--- src/rtl/triangle_dispatcher_if.sv ---
// Dispatcher bus: frame control, vertex-memory read port and rasterizer handshake.
interface triangle_dispatcher_if #(
  parameter int ADDR_W = 12,
  parameter int CNT_W  = 8
);
  logic                  frame_start;
  logic [ADDR_W-1:0]     base_addr;
  logic [CNT_W-1:0]      tri_count;
  logic [ADDR_W-1:0]     mem_addr;
  logic [31:0]           mem_rdata;
  logic [2:0][31:0]      p1, p2, p3;
  logic [3:0]            color;
  logic                  rast_start;
  logic                  rast_done;
  logic                  busy;
  logic                  frame_done;

  modport master (
    output frame_start, base_addr, tri_count, mem_rdata, rast_done,
    input  mem_addr, p1, p2, p3, color, rast_start, busy, frame_done
  );

  modport slave (
    input  frame_start, base_addr, tri_count, mem_rdata, rast_done,
    output mem_addr, p1, p2, p3, color, rast_start, busy, frame_done
  );
endinterface

--- src/rtl/triangle_dispatcher.sv ---
// Triangle dispatcher: fetches 10-word triangle records into a one-entry
// shadow, then loads them onto the rasterizer inputs and runs start/done.
module triangle_dispatcher #(
  parameter int ADDR_W        = 12,
  parameter int CNT_W         = 8,
  parameter int WORDS_PER_TRI = 10
) (
  input logic                 clk,
  input logic                 areset,
  triangle_dispatcher_if.slave bus
);

  typedef enum logic [1:0] {F_IDLE, F_READ, F_FULL} fstate_t;
  typedef enum logic [2:0] {I_IDLE, I_LOAD, I_START, I_WAIT_LOW, I_WAIT_HIGH} istate_t;

  // phase counts cycles inside F_READ: address word p is on mem_addr in
  // phase p, its data arrives in phase p+1; phase 10 carries ctrl.
  localparam logic [3:0] PH_LAST_ADDR = 4'(WORDS_PER_TRI - 1);
  localparam logic [3:0] PH_CTRL      = 4'(WORDS_PER_TRI);

  fstate_t             fstate;
  istate_t             istate;
  logic [3:0]          phase;
  logic [ADDR_W-1:0]   rd_base;
  logic [CNT_W-1:0]    fetch_idx;
  logic [CNT_W-1:0]    cnt_r;
  logic [CNT_W-1:0]    done_cnt;
  logic [8:0][31:0]    sh_w;
  logic [3:0]          sh_color;
  logic                sh_vld;

  logic [ADDR_W-1:0]   mem_addr_q;
  logic [2:0][31:0]    p1_q, p2_q, p3_q;
  logic [3:0]          color_q;
  logic                rast_start_q, busy_q, frame_done_q;

  logic                start_ok, consume, issue_done, skip_done, more;
  logic [CNT_W:0]      done_nxt;
  logic [ADDR_W-1:0]   nxt_base;
  logic [3:0]          widx;

  assign start_ok   = bus.frame_start && !busy_q;
  assign consume    = (istate == I_LOAD);
  assign issue_done = (istate == I_WAIT_HIGH) && bus.rast_done;
  assign skip_done  = (fstate == F_READ) && (phase == PH_CTRL) && bus.mem_rdata[31];
  assign more       = ({1'b0, fetch_idx} + (CNT_W+1)'(1)) < {1'b0, cnt_r};
  assign done_nxt   = {1'b0, done_cnt} + (CNT_W+1)'(issue_done) + (CNT_W+1)'(skip_done);
  assign nxt_base   = rd_base + ADDR_W'(WORDS_PER_TRI);
  assign widx       = phase - 4'd1;

  // Fetch FSM: walk records, fill the shadow, drop skipped records.
  always_ff @(posedge clk) begin
    if (areset) begin
      fstate     <= F_IDLE;
      phase      <= '0;
      rd_base    <= '0;
      fetch_idx  <= '0;
      mem_addr_q <= '0;
      sh_w       <= '0;
      sh_color   <= '0;
      sh_vld     <= 1'b0;
    end else begin
      case (fstate)
        F_IDLE: begin
          if (start_ok && bus.tri_count != '0) begin
            rd_base    <= bus.base_addr;
            mem_addr_q <= bus.base_addr;
            phase      <= '0;
            fetch_idx  <= '0;
            fstate     <= F_READ;
          end
        end
        F_READ: begin
          phase <= phase + 4'd1;
          if (phase < PH_LAST_ADDR)
            mem_addr_q <= rd_base + ADDR_W'(phase) + ADDR_W'(1);
          if (phase != 4'd0 && phase < PH_CTRL)
            sh_w[widx] <= bus.mem_rdata;
          if (phase == PH_CTRL) begin
            if (bus.mem_rdata[31]) begin
              if (more) begin
                rd_base    <= nxt_base;
                mem_addr_q <= nxt_base;
                phase      <= '0;
                fetch_idx  <= fetch_idx + CNT_W'(1);
              end else begin
                fstate <= F_IDLE;
              end
            end else begin
              sh_color <= bus.mem_rdata[3:0];
              sh_vld   <= 1'b1;
              fstate   <= F_FULL;
            end
          end
        end
        F_FULL: begin
          if (consume) begin
            sh_vld <= 1'b0;
            if (more) begin
              rd_base    <= nxt_base;
              mem_addr_q <= nxt_base;
              phase      <= '0;
              fetch_idx  <= fetch_idx + CNT_W'(1);
              fstate     <= F_READ;
            end else begin
              fstate <= F_IDLE;
            end
          end
        end
        default: fstate <= F_IDLE;
      endcase
    end
  end

  // Issue FSM: load outputs from the shadow, pulse start, wait for done.
  always_ff @(posedge clk) begin
    if (areset) begin
      istate       <= I_IDLE;
      p1_q         <= '0;
      p2_q         <= '0;
      p3_q         <= '0;
      color_q      <= '0;
      rast_start_q <= 1'b0;
    end else begin
      case (istate)
        I_IDLE: if (sh_vld && bus.rast_done) istate <= I_LOAD;
        I_LOAD: begin
          p1_q         <= {sh_w[2], sh_w[1], sh_w[0]};
          p2_q         <= {sh_w[5], sh_w[4], sh_w[3]};
          p3_q         <= {sh_w[8], sh_w[7], sh_w[6]};
          color_q      <= sh_color;
          rast_start_q <= 1'b1;
          istate       <= I_START;
        end
        I_START: begin
          rast_start_q <= 1'b0;
          istate       <= I_WAIT_LOW;
        end
        I_WAIT_LOW:  if (!bus.rast_done) istate <= I_WAIT_HIGH;
        I_WAIT_HIGH: if (bus.rast_done)  istate <= I_IDLE;
        default:     istate <= I_IDLE;
      endcase
    end
  end

  // Frame control: accept frames, count completions, pulse frame_done.
  always_ff @(posedge clk) begin
    if (areset) begin
      cnt_r        <= '0;
      done_cnt     <= '0;
      busy_q       <= 1'b0;
      frame_done_q <= 1'b0;
    end else begin
      frame_done_q <= 1'b0;
      if (start_ok) begin
        cnt_r    <= bus.tri_count;
        done_cnt <= '0;
        if (bus.tri_count == '0) frame_done_q <= 1'b1;
        else                     busy_q       <= 1'b1;
      end else if (busy_q) begin
        done_cnt <= done_nxt[CNT_W-1:0];
        if (done_nxt == {1'b0, cnt_r}) begin
          busy_q       <= 1'b0;
          frame_done_q <= 1'b1;
        end
      end
    end
  end

  assign bus.mem_addr   = mem_addr_q;
  assign bus.p1         = p1_q;
  assign bus.p2         = p2_q;
  assign bus.p3         = p3_q;
  assign bus.color      = color_q;
  assign bus.rast_start = rast_start_q;
  assign bus.busy       = busy_q;
  assign bus.frame_done = frame_done_q;

endmodule

--- src/flat_wrapper.sv ---
// flat-port wrapper written by rule: the top's interface ports become plain ports
module triangle_dispatcher_flat 
#(
  parameter int ADDR_W        = 12,
  parameter int CNT_W         = 8,
  parameter int WORDS_PER_TRI = 10
)
  (clk, areset, bus_frame_start, bus_base_addr, bus_tri_count, bus_mem_rdata, bus_rast_done, bus_mem_addr, bus_p1, bus_p2, bus_p3, bus_color, bus_rast_start, bus_busy, bus_frame_done);
  triangle_dispatcher_if #(.ADDR_W(ADDR_W), .CNT_W(CNT_W)) bus_i ();
  input logic clk;
  input logic areset;
  input wire logic [$bits(bus_i.frame_start)-1:0] bus_frame_start;
  input wire logic [$bits(bus_i.base_addr)-1:0] bus_base_addr;
  input wire logic [$bits(bus_i.tri_count)-1:0] bus_tri_count;
  input wire logic [$bits(bus_i.mem_rdata)-1:0] bus_mem_rdata;
  input wire logic [$bits(bus_i.rast_done)-1:0] bus_rast_done;
  output wire logic [$bits(bus_i.mem_addr)-1:0] bus_mem_addr;
  output wire logic [$bits(bus_i.p1)-1:0] bus_p1;
  output wire logic [$bits(bus_i.p2)-1:0] bus_p2;
  output wire logic [$bits(bus_i.p3)-1:0] bus_p3;
  output wire logic [$bits(bus_i.color)-1:0] bus_color;
  output wire logic [$bits(bus_i.rast_start)-1:0] bus_rast_start;
  output wire logic [$bits(bus_i.busy)-1:0] bus_busy;
  output wire logic [$bits(bus_i.frame_done)-1:0] bus_frame_done;
  assign bus_i.frame_start = bus_frame_start;
  assign bus_i.base_addr = bus_base_addr;
  assign bus_i.tri_count = bus_tri_count;
  assign bus_i.mem_rdata = bus_mem_rdata;
  assign bus_i.rast_done = bus_rast_done;
  assign bus_mem_addr = bus_i.mem_addr;
  assign bus_p1 = bus_i.p1;
  assign bus_p2 = bus_i.p2;
  assign bus_p3 = bus_i.p3;
  assign bus_color = bus_i.color;
  assign bus_rast_start = bus_i.rast_start;
  assign bus_busy = bus_i.busy;
  assign bus_frame_done = bus_i.frame_done;
  triangle_dispatcher #(.ADDR_W(ADDR_W), .CNT_W(CNT_W), .WORDS_PER_TRI(WORDS_PER_TRI)) u_core (.clk(clk), .areset(areset), .bus(bus_i));
endmodule
--- config.mk ---
export PLATFORM = sky130hd
export DESIGN_NAME = triangle_dispatcher_flat
export DESIGN_NICKNAME = d
export VERILOG_FILES = /design/src/rtl/triangle_dispatcher_if.sv /design/src/rtl/triangle_dispatcher.sv /design/src/flat_wrapper.sv
export SDC_FILE = /design/constraint.sdc
export NUM_CORES = 1
export LEC_CHECK = 0
export CORE_ASPECT_RATIO = 0.7
export CORE_MARGIN = 2
export CORE_UTILIZATION = 40
export CTS_BUF_LIST = sky130_fd_sc_hd__clkbuf_8
export DETAILED_ROUTE_END_ITERATION = 7
export GPL_ROUTABILITY_DRIVEN = 0
export PLACE_DENSITY_LB_ADDON = 0.15
export SYNTH_ARGS = -nofsm -noshare
export SYNTH_HDL_FRONTEND = slang
export SYNTH_SLANG_ARGS = --single-unit
--- constraint.sdc ---
create_clock -name clk -period 4.7 [get_ports clk]
set_clock_uncertainty 0.2 [all_clocks]
set_input_delay 0.47 -clock clk [delete_from_list [all_inputs] [get_ports clk]]
set_output_delay 0.47 -clock clk [all_outputs]
set_load 0.02 [all_outputs]
==> flow_summary_export.csv <==
group,metric,value,unit
global_routing,grt_pass1_vias,20100,
synthesis,synth_cell_types,73,
clocking,post_cts_resized,0,
floorplanning,fp.coreArea,60200,µm²
worst_setup_path,path_class,"flip-flop to flip-flop",
worst_setup_path,path_buf_inv,0,
final_layout,fillers,5704,
route,totalWireLength,81000,µm
synthesis,yosysWarnings,0,
power,seq_power_share,0.448,
power,switchingPower,0.00397,W
power,p_leak,10.1,nW
placed_design,dpl.hpwl,51300,µm
route,drc,0,
run,max_cap_violations,0,
power,swShare,0.308,
power,combPwrFrac,0.166,
global_routing,grt_start_max_net_pins,220,
floorplanning,die-area,63300,µm²
timing,rsz0062_at_grt,"no",
global_routing,grt_antenna_before_repair,5,
worst_setup_path,critPathTopFamily,"simple AND/OR/NAND/NOR gates",
synthesis,synth-seq-cells,645,
timing,min_period,4.12,ns
timing,fin_crit_sh,0.876,
min_path,min_from,"areset",
synthesis,synth_compound_area_frac,0.145,
synthesis,syn_area,24500,µm²
timing,clock.fmax,243,MHz
synthesis,synth_ff_type,"dfxtp_1",
clocking,cts_hold_buf,0,
worst_setup_path,cp.required,5.08,ns
final_layout,final_common_cell,"nand2_1",
power,peakVddDrop,0.329,mV
synthesis,synth-seq-area-share,0.526,
final_layout,seqCellArea,12900,µm²
power,powerDensity,421,nW/µm²
route,antenna_left,0,
timing,worst_slew_pin_slew,1.24,ns
floorplanning,ios,363,
synthesis,synth-simple-area-share,0.198,
synthesis,synth_cells,2991,
synthesis,synth_xor_area_frac,0.0150,
floorplanning,die_h,211,µm
floorplanning,initial_core_util,0.407,
floorplanning,die_w,300,µm
final_layout,antenna_cells,0,
timing,hold_violations,0,
min_path,hold_depth,2,
timing,maxSlewHeadroom,0.173,
clocking,cts_tree,"done",
synthesis,synth-edff-count,0,
final_layout,nets,3319,
worst_setup_path,arrival,4.49,ns
route,wl_per_cell,19.6,µm
clocking,post-cts-setup-buffers,0,
clocking,cts_sinks,645,
worst_setup_path,critPathLaunch,"u_core.fetch_idx[2]$_SDFFE_PP0P_",
global_routing,grt_pass1_wl,121000,µm
power,p_int,0.00893,W
clocking,clk_pin_slew,0.06,ns
synthesis,synthMuxAreaShare,0.0560,
status,status,"complete, no violations",
final_layout,final_area,30700,µm²
worst_setup_path,cpPeakStageDelay,0.77,ns
worst_setup_path,crit_chain,"and3_1 > nand3_1 > nor3_1 > xor2_1 > ha_1 > and3_1 > nor2b_1 > or4_4 > o21ai_1 > nand2_1 > o32ai_1",
worst_setup_path,critPathLaunchType,"flip-flop",
final_layout,areaGrowthSynthToFinish,25.0,%
power,p_clk_frac,0.385,
floorplanning,rows,75,
clocking,htreeDepth,3,
worst_setup_path,crit_cells,11,
route,drt_iter0_markers,1924,
worst_setup_path,reg2reg_depth,11,
final_layout,drive_gt1_frac,0.0678,
global_routing,grt_use_total,0.248,
clocking,clockRootBuffer,"clkbuf_8",
global_routing,grt_overflow,0,
placed_design,port-buffer-count,362,
clocking,clock_latency,0.68,ns
placed_design,placed_cell_area,28500,µm²
route,drt_first_pass_iters,7,
min_path,min_path_type,"input port to flip-flop",
synthesis,syn_area_per_cell,8.20,µm²
timing,drv_slew,0,
worst_setup_path,regToRegStartpoint,"u_core.fetch_idx[2]$_SDFFE_PP0P_",
route,avgViaCountPerCell,5.22,
synthesis,synth_fp_nets,3074,
synthesis,async_flop_share,0,
timing,tns,0,ns
clocking,cts_buffers,100,
worst_setup_path,crit_top_cell,"and3_1",
worst_setup_path,endpoint_kind,"flip-flop",
synthesis,synthAdderAreaFrac,0.0144,
final_layout,final_cell_mix,"nand2_1, dfxtp_1, a21oi_1",
worst_setup_path,cp_slowest_cell,"o21ai_1",
timing,setup_viol,0,
power,fin_total_pwr,0.0129,W
clocking,clock_path_buffers,3,
worst_setup_path,crit_fanout,12,
route,vias,21500,
final_layout,multi_input_area,10600,µm²
synthesis,synth_top_family_by_area,"simple AND/OR/NAND/NOR gates",
==> stage by stage <==
stage | setup WS, ns | cells | hold slack (ns) | utilization
floorplan | 1.38 | 2991 | 0.231 | -
global placement | 0.831 | 3942 | 0.236 | 0.473
detailed placement | 0.644 | 3942 | 0.241 | 0.473
CTS | 0.619 | 4125 | 0.0302 | 0.509
global route | 0.353 | 4125 | 0.103 | 0.509
finish | 0.584 | 4125 | 0.0722 | 0.509
==> layout make-up <==
cell class                      count  area share
Clock inverter                     46     0.00930
Multi-Input combinational cell   2071       0.345
Tap cell                          808      0.0330
Clock buffer                      137      0.0615
Timing Repair Buffer              387       0.127
Inverter                           31     0.00380
Sequential cell                   645       0.421
==> Yosys cell counts (5+ instances only) <==
cell       instances  share of area
nand2_1          959           0.15
dfxtp_1          645           0.53
a21oi_1          509           0.10
clkbuf_1         206          0.032
nor2_1           180          0.028
mux2i_1          136          0.056
o21ai_0           31         0.0063
inv_1             30         0.0046
buf_2             27         0.0055
ha_1              25          0.013
xnor2_1           24         0.0086
xor2_1            18         0.0064
nand3_1           16         0.0033
a211oi_1          11         0.0034
or2_2             10         0.0026
a311oi_1           9         0.0032
and3_1             9         0.0023
nor3_1             9         0.0018
o2111ai_1          9         0.0032
buf_4              7         0.0021
nand2b_1           7         0.0018
nor2b_1            7         0.0018
o211ai_1           7         0.0021
a31oi_1            6         0.0015
nand4_1            5         0.0013
==> layer usage <==
| metal | vias up | track usage | share of wire |
|---|---|---|---|
| met5 | - | 0 | 0 |
| met4 | 0 | 0.0902 | 0.029 |
| met3 | 123 | 0.0482 | 0.076 |
| met2 | 808 | 0.381 | 0.45 |
| met1 | 10200 | 0.347 | 0.45 |
| li1 | 10300 | - | - |
==> logic make-up after synthesis <==
group / Yosys count
compound gates: 638
xor+xnor: 42
fa+ha+maj: 27
buf+inv: 275
flops: 645
mux: 137
simple gates: 1227
==> power by group through the flow <==
stage	logic (W)	clock network [W]	registers, W
3_3_place_gp	0.00207	0	0.00589
6_report	0.00215	0.00497	0.00578
3_5_place_dp	0.00212	0	0.00589
5_1_grt	0.00231	0.00533	0.00579
2_1_floorplan	0.00146	0	0.00585
4_1_cts	0.00213	0.00508	0.00577
==> worst paths after layout <==
kind | endpoint | slack (ns)
max | u_core.rd_base[3]$_SDFFE_PP0P_ | 0.58
min | u_core.bus.color[2]$_SDFFE_PP0P_ | 0.07
max reg2reg | u_core.rd_base[3]$_SDFFE_PP0P_ | 0.58
min reg2reg | u_core.bus.p2[45]$_SDFFE_PP0P_ | 0.24
==> flip-flops by register name, summed over array words and instances, names as in the netlist, 2 cells and up <==
register,flops
u_core.bus.mem_addr,12
u_core.fstate,2
u_core.sh_w,288
u_core.done_cnt,8
u_core.istate,3
u_core.bus.p3,96
u_core.bus.p2,96
u_core.sh_color,4
u_core.bus.color,4
u_core.fetch_idx,8
u_core.phase,4
u_core.rd_base,12
u_core.bus.p1,96
u_core.cnt_r,8
Note: power is estimated with default switching activity, not from simulation.
